[src/rtl/arm_alu_pkg.sv]
// arm_alu_pkg: shared constants for the execute-stage ALU.
//   - fs function-select encodings
//   - status flag bit positions
//   - default datapath width
package arm_alu_pkg;

    localparam int ALU_WIDTH = 64;

    localparam logic [3:0] FS_AND   = 4'b0000;
    localparam logic [3:0] FS_OR    = 4'b0001;
    localparam logic [3:0] FS_ADD   = 4'b0010;
    localparam logic [3:0] FS_SUB   = 4'b0110;
    localparam logic [3:0] FS_PASSB = 4'b0111;
    localparam logic [3:0] FS_NOR   = 4'b1100;

    localparam int FLAG_N = 3;
    localparam int FLAG_Z = 2;
    localparam int FLAG_C = 1;
    localparam int FLAG_V = 0;

endpackage

[src/rtl/arm_alu_addsub.sv]
// arm_alu_addsub: combinational shared adder/subtractor.
//   a, b  : operands
//   sub   : 0 -> a + b, 1 -> a + ~b + 1
//   sum   : result modulo 2^WIDTH
//   cout  : carry out of the MSB (for sub, 1 means no borrow)
//   ovf   : signed overflow
module arm_alu_addsub
    import arm_alu_pkg::*;
#(
    parameter int WIDTH = ALU_WIDTH
) (
    input  logic [WIDTH-1:0] a,
    input  logic [WIDTH-1:0] b,
    input  logic             sub,
    output logic [WIDTH-1:0] sum,
    output logic             cout,
    output logic             ovf
);

    logic [WIDTH-1:0] b_eff;
    logic [WIDTH:0]   total;

    always_comb begin
        // Subtraction reuses the adder: invert b and inject the +1 as carry-in.
        b_eff = sub ? ~b : b;
        total = {1'b0, a} + {1'b0, b_eff} + {{WIDTH{1'b0}}, sub};
        sum   = total[WIDTH-1:0];
        cout  = total[WIDTH];
        // Overflow: effective operands share a sign that the result does not.
        ovf   = (a[WIDTH-1] == b_eff[WIDTH-1]) && (sum[WIDTH-1] != a[WIDTH-1]);
    end

endmodule

[src/rtl/arm_alu.sv]
// arm_alu: registered 64-bit ALU with N/Z/C/V flags, one clock of latency.
//   clk    : rising-edge clock
//   reset  : synchronous active-high reset (f=0, status=0000)
//   fs     : function select (see arm_alu_pkg)
//   a, b   : operands
//   f      : registered result
//   status : registered flags {N, Z, C, V}
module arm_alu
    import arm_alu_pkg::*;
#(
    parameter int WIDTH = ALU_WIDTH
) (
    input  logic             clk,
    input  logic             reset,
    input  logic [3:0]       fs,
    input  logic [WIDTH-1:0] a,
    input  logic [WIDTH-1:0] b,
    output logic [WIDTH-1:0] f,
    output logic [3:0]       status
);

    logic [WIDTH-1:0] f_d, f_q;
    logic [3:0]       status_d, status_q;

    logic [WIDTH-1:0] as_sum;
    logic             as_cout;
    logic             as_ovf;
    logic             is_sub;
    logic             is_arith;

    assign is_sub   = (fs == FS_SUB);
    assign is_arith = (fs == FS_ADD) || (fs == FS_SUB);

    arm_alu_addsub #(.WIDTH(WIDTH)) u_addsub (
        .a    (a),
        .b    (b),
        .sub  (is_sub),
        .sum  (as_sum),
        .cout (as_cout),
        .ovf  (as_ovf)
    );

    always_comb begin
        f_d      = '0;
        status_d = '0;
        case (fs)
            FS_AND:   f_d = a & b;
            FS_OR:    f_d = a | b;
            FS_ADD:   f_d = as_sum;
            FS_SUB:   f_d = as_sum;
            FS_PASSB: f_d = b;
            FS_NOR:   f_d = ~(a | b);
            default:  f_d = '0;   // reserved codes yield zero, so Z=1
        endcase
        status_d[FLAG_N] = f_d[WIDTH-1];
        status_d[FLAG_Z] = (f_d == '0);
        status_d[FLAG_C] = is_arith & as_cout;
        status_d[FLAG_V] = is_arith & as_ovf;
    end

    always_ff @(posedge clk) begin
        if (reset) begin
            f_q      <= '0;
            status_q <= '0;
        end else begin
            f_q      <= f_d;
            status_q <= status_d;
        end
    end

    assign f      = f_q;
    assign status = status_q;

endmodule

[config.mk]
export PLATFORM = sky130hd
export DESIGN_NAME = arm_alu
export DESIGN_NICKNAME = d
export VERILOG_FILES = /design/src/rtl/arm_alu_pkg.sv /design/src/rtl/arm_alu_addsub.sv /design/src/rtl/arm_alu.sv
export SDC_FILE = /design/constraint.sdc
export NUM_CORES = 1
export LEC_CHECK = 0
export BUFFER_PORTS_ARGS = -buffer_cell sky130_fd_sc_hd__buf_2
export CAP_MARGIN = 40
export CORE_AREA = 2 2 233 120
export DETAILED_ROUTE_END_ITERATION = 12
export DIE_AREA = 0 0 235 122
export SLEW_MARGIN = 20
export SYNTH_ARGS = -nofsm -noshare
export SYNTH_HDL_FRONTEND = slang
export SYNTH_SLANG_ARGS = --single-unit
[constraint.sdc]
create_clock -name clk -period 8.02 [get_ports clk]
set_clock_uncertainty 0.05 [all_clocks]
set_input_delay 1.604 -clock clk [delete_from_list [all_inputs] [get_ports clk]]
set_output_delay 1.604 -clock clk [all_outputs]
set_load 0.02 [all_outputs]
==> Yosys cells after proc, flatten, opt, wreduce, memory -nomap -nowiden <==
Cells that the tools add are included.
{ "op_classes": {"addsub": 2, "mul": 0, "div_mod_pow": 0, "order_cmp": 0, "eq_ne": 7, "shifts": 0, "mux": 2, "bitwise_logic": 6, "reduce_logical": 5} }
{ "ops": {"columns": ["cell", "n"], "rows": [
  ["$pmux W64 S5", 1],
  ["$not A64 Y64", 2],
  ["$add A64 B64 Y65", 1],
  ["$add A65 B1 Y65", 1],
  ["$and A64 B64 Y64", 1],
  ["$logic_not A64 Y1", 1],
  ["$mux W64", 1],
  ["$or A64 B64 Y64", 1],
  ["$eq A4 B3 Y1 const B", 2],
  ["$eq A4 B1 Y1 const B", 1],
  ["$eq A4 B2 Y1 const B", 1],
  ["$eq A4 B4 Y1 const B", 1],
  ["$logic_not A4 Y1", 1],
  ["$and A1 B1 Y1", 2],
  ["$reduce_or A2 Y1", 1],
  ["$eq A1 B1 Y1", 1],
  ["$logic_and A1 B1 Y1", 1],
  ["$logic_or A1 B1 Y1", 1],
  ["$ne A1 B1 Y1", 1]
]} }
{ "word_totals": {"register_bits": 68, "latchBits": 0, "ram_bits": 0, "rom_bits": 0, "in_bits": 134, "output_inout_bits": 68, "elab_cells": 24, "n_memories": 0} }

==> Logic depth before layout (Yosys ltp) <==
{ "depth": {"depth_word": 7, "depth_mapped": 18, "ltp_nobuf": 16} }

==> By module <==
A second synthesis with hierarchy kept.
{ "unflattened": {"cells_unflattened": 1155, "hier_area_um2": 8338.0} }
{ "modules_own_cells": {"columns": ["module", "instances", "cells_per_inst", "area_per_inst_um2", "seq_area_each_um2"], "rows": [
  ["arm_alu_addsub", 1, 632, 4455.5, 0.0],
  ["arm_alu", 1, 523, 3882.5, 1341.3]
]} }

==> Least setup slack after synthesis <==
Ideal clock, no wire load.
{ "synth_path": {"path_kind": "input-to-reg", "from": "input port fs[0]", "to": "register status_q[2] (netlist: status[2])", "setup_time_ns": 0.061, "t_arrival_ns": 5.849, "t_required_ns": 7.909, "path_slack_ns": 2.060, "stages": 17, "n_path_buf": 3, "path_cell_list": "and4bb_4 clkbuf_1 clkbuf_1 xor2_1 ha_1 buf_2 nand4_1 or2_0 or4_1 a211oi_2 o31ai_2 and3_1 nor3_1 o2111ai_1 or4_1 nor4_1 and4_1"} }
{ "synth_via": {"elab_chain_cells": 6, "elab_cells_between_ends": 12} }
{ "synth_lines": {"columns": ["element", "line_no", "rtl"], "rows": [
  ["start, declared", "arm_alu.sv:15", "input logic [3:0] fs,"],
  ["$eq A4 B3 Y1", "arm_alu.sv:31, arm_alu.sv:46", null],
  ["$mux W64", "arm_alu_addsub.sv:25", "b_eff = sub ? ~b : b;"],
  ["$add A64 B64 Y65", "arm_alu_addsub.sv:26", "total = {1'b0, a} + {1'b0, b_eff} + {{WIDTH{1'b0}}, sub};"],
  ["$add A65 B1 Y65", "arm_alu_addsub.sv:26", null],
  ["$pmux W64 S5 (*)", "arm_alu.sv:46", "case (fs)"],
  ["$logic_not A64 Y1 (*)", "arm_alu.sv:56", "status_d[FLAG_Z] = (f_d == '0);"],
  ["end signal, assigned", "arm_alu.sv:67", "status_q <= status_d;"],
  ["end, declared", "arm_alu.sv:23", "logic [3:0] status_d, status_q;"]
]} }
Mark *: on every way between the ends. The rest lies on a longest branch, timed or not.
A chain may end at the register's enable or synchronous reset.

==> Final worst setup path <==
{ "layout_path": {"from": "input port fs[3]", "to": "register status_q[2] (netlist: status[2])"} }
Same word-level chain as after synthesis.

==> out/qor.yml <==
placement:
  place_area_um2: 10500
  dp.cells: 1805
  hpwl_um: 31400
  gp_congestion: 1.02
  post-place-ws_ns: 0.968
  io_buffers: 201
timing:
  max_clock_freq_ghz: 0.145
  finalSetupViolCount: 0
  slew_headroom: 0.452
  whs_ns: 1.61
  period_needed_ns: 6.87
  rsz0062_at_grt: "no"
  post-route-period-util: 0.857
  fin_tns_setup_ns: 0
  setup_ws_ns: 1.15
  hold_violations: 0
  worst_pin_slew_ns: 0.813
  slew_viol_final: 0
cells_and_area:
  stdcell_count: 1824
  multi_input_area_um2: 7510
  nets: 1668
  layout-drive-gt1-share: 0.172
  final_area_um2: 10800
  final_cell_mix: "buf_2, nand2_1, a21oi_1"
  syn_to_final_growth_pct: 17.4
  register_area_um2: 1340
  layout_commonest_cell: "buf_2"
  finish.utilization: 0.401
  nFillCells: 2830
logic_synthesis:
  netlist_instances: 1314
  synth_edf_count: 0
  seq_area_frac_synth: 0.146
  synthArstFlopShare: 0
  syn_area_per_cell_um2: 7.01
  ys_seq_elements: 67
  syn_nets: 1525
  yosysWarnings: 0
  synth-main-ff-cell: "dfxtp_1"
  netlist_area_um2: 9210
  synthDistinctLibCells: 76
hold_path:
  hold_path_class: "in2reg"
die:
  initial_core_util: 0.342
  die_area_um2: 28700
  row_count: 43
  die_y_um: 122
  ios: 202
  design.core.area_um2: 27000
  die_w_um: 235
route:
  drtIter0Drc: 1349
  drcViolationCount: 0
  first_pass_iters: 6
  viasPerCell: 6.13
  routedWlPerCell_um: 22.0
  vias: 11200
  routed_wl_um: 40200
  ant_nets: 0
power_and_ir_drop:
  finalPower_mw: 1.58
  p_leak_nw: 4.55
  power.density_nw_per_um2: 146
  irDropWorstVdd_uv: 98.6
global_route:
  grt_max_degree: 74
  grt_pass1_wl_um: 60100
  grt.overflow.total: 0
  track_usage: 0.270
  grt_pass1_vias: 9857
  antenna_found_initial: 2
clock_network:
  cts_tree: "yes"
  cts.htree.levels: 3
  cts_repair_resize_count: 0
  cts_made_buffers: 9
  clockBufferDepth: 2
  post_cts_buffers: 0
  cts_hold_buf: 0
  clkSinkCount: 67
  clk_pin_slew_ns: 0.06
  cts_root_buffer: "clkbuf_16"
status:
  status: "finished, final reports clean"
setup_path:
  path_class: "in2reg"
  cp_slowest_cell: "and4bb_4"
  required_ns: 8.25
  cpMostUsedCell: "o21ai_0"
  critPathMaxFanout: 34
  worstSetupEndpointType: "register"
  cp.arrival_ns: 7.11
  crit_chain: "buf_2 -> and4bb_4 -> xor2_1 -> ha_1 -> a21oi_1 -> o21ai_0 -> a221oi_1 -> nand2_1 -> o21ai_0 -> o21ai_0 -> xor2_1 -> a221oi_1 -> buf_4 -> and4_1 -> nand4_1 -> nor4_1 -> and4_1"
  cp-start-kind: "primary input"
  cp_slowest_stage_delay_ns: 0.81
run:
  maxCapViolCount: 0
-- area by class of cell --
class / instances / area share
Clock buffer: 11 / 0.0215
Inverter: 14 / 0.00486
Timing Repair Buffer: 217 / 0.106
Multi-Input combinational cell: 1148 / 0.694
Antenna cell: 2 / 0.000463
Sequential cell: 67 / 0.124
Tap cell: 360 / 0.0417
Clock inverter: 5 / 0.00718
-- path summary, 6_finish.rpt --
check	from	depth (start not counted)	slack, ns	endpoint
setup / recovery	fs[3]	17	1.15	status[2]
hold / removal	a[63]	3	1.61	status[0]
-- state kept, by name, indices dropped and copies added (netlist names) --
| register | cells |
|---|---|
| f | 64 |
| status | 3 |
-- cell usage after synthesis (all sizes together), types with 17 or more instances --
master | instances | share of area
nand2 | 157 | 0.064
maj3 | 36 | 0.039
dfxtp | 67 | 0.15
nand3 | 23 | 0.012
nor2 | 113 | 0.046
o21a | 17 | 0.014
xor2 | 91 | 0.087
nand4 | 41 | 0.028
o31ai | 45 | 0.037
ha | 76 | 0.10
a221oi | 29 | 0.028
o21ai | 97 | 0.053
a21o | 21 | 0.017
xnor2 | 23 | 0.022
clkbuf | 69 | 0.028
a21oi | 149 | 0.081
nor3 | 36 | 0.020
-- worst max-delay path, delay by kind of cell --
kind                     cells  cell delay, ns
XOR/XNOR                     2            0.34
AND/OR/NAND/NOR              6            1.91
AO/OA/AOI/OAI                6            2.36
buffers and inverters        2            0.40
adder cells (fa/ha/maj)      1            0.44
-- cells by family (layout without fill, tap and decap cells) --
logic type,count (synthesis),after routing,share of synthesized area
xor+xnor,114,114,0.108
buf+inv,99,247,0.0414
simple gates,459,459,0.238
other cells,0,2,0
flops,67,67,0.146
compound gates,457,457,0.316
fa+ha+maj,113,113,0.145
mux,5,5,0.00557
-- power by group --
| group | internal, mW | leakage, nW | switching (mW) |
|---|---|---|---|
| clock network | 0.271 | 0.150 | 0.158 |
| logic | 0.279 | 3.86 | 0.516 |
| registers | 0.352 | 0.547 | 0.00484 |
| total | 0.903 | 4.55 | 0.679 |
-- per-layer routing --
metal | global-route usage | routed length (um) | share of wire
met1 | 0.420 | 19900 | 0.49
met2 | 0.365 | 15500 | 0.38
met3 | 0.0680 | 4410 | 0.11
met4 | 0.0463 | 440 | 0.011
met5 | 0 | 0 | 0
(Power assumes the default switching activity.)
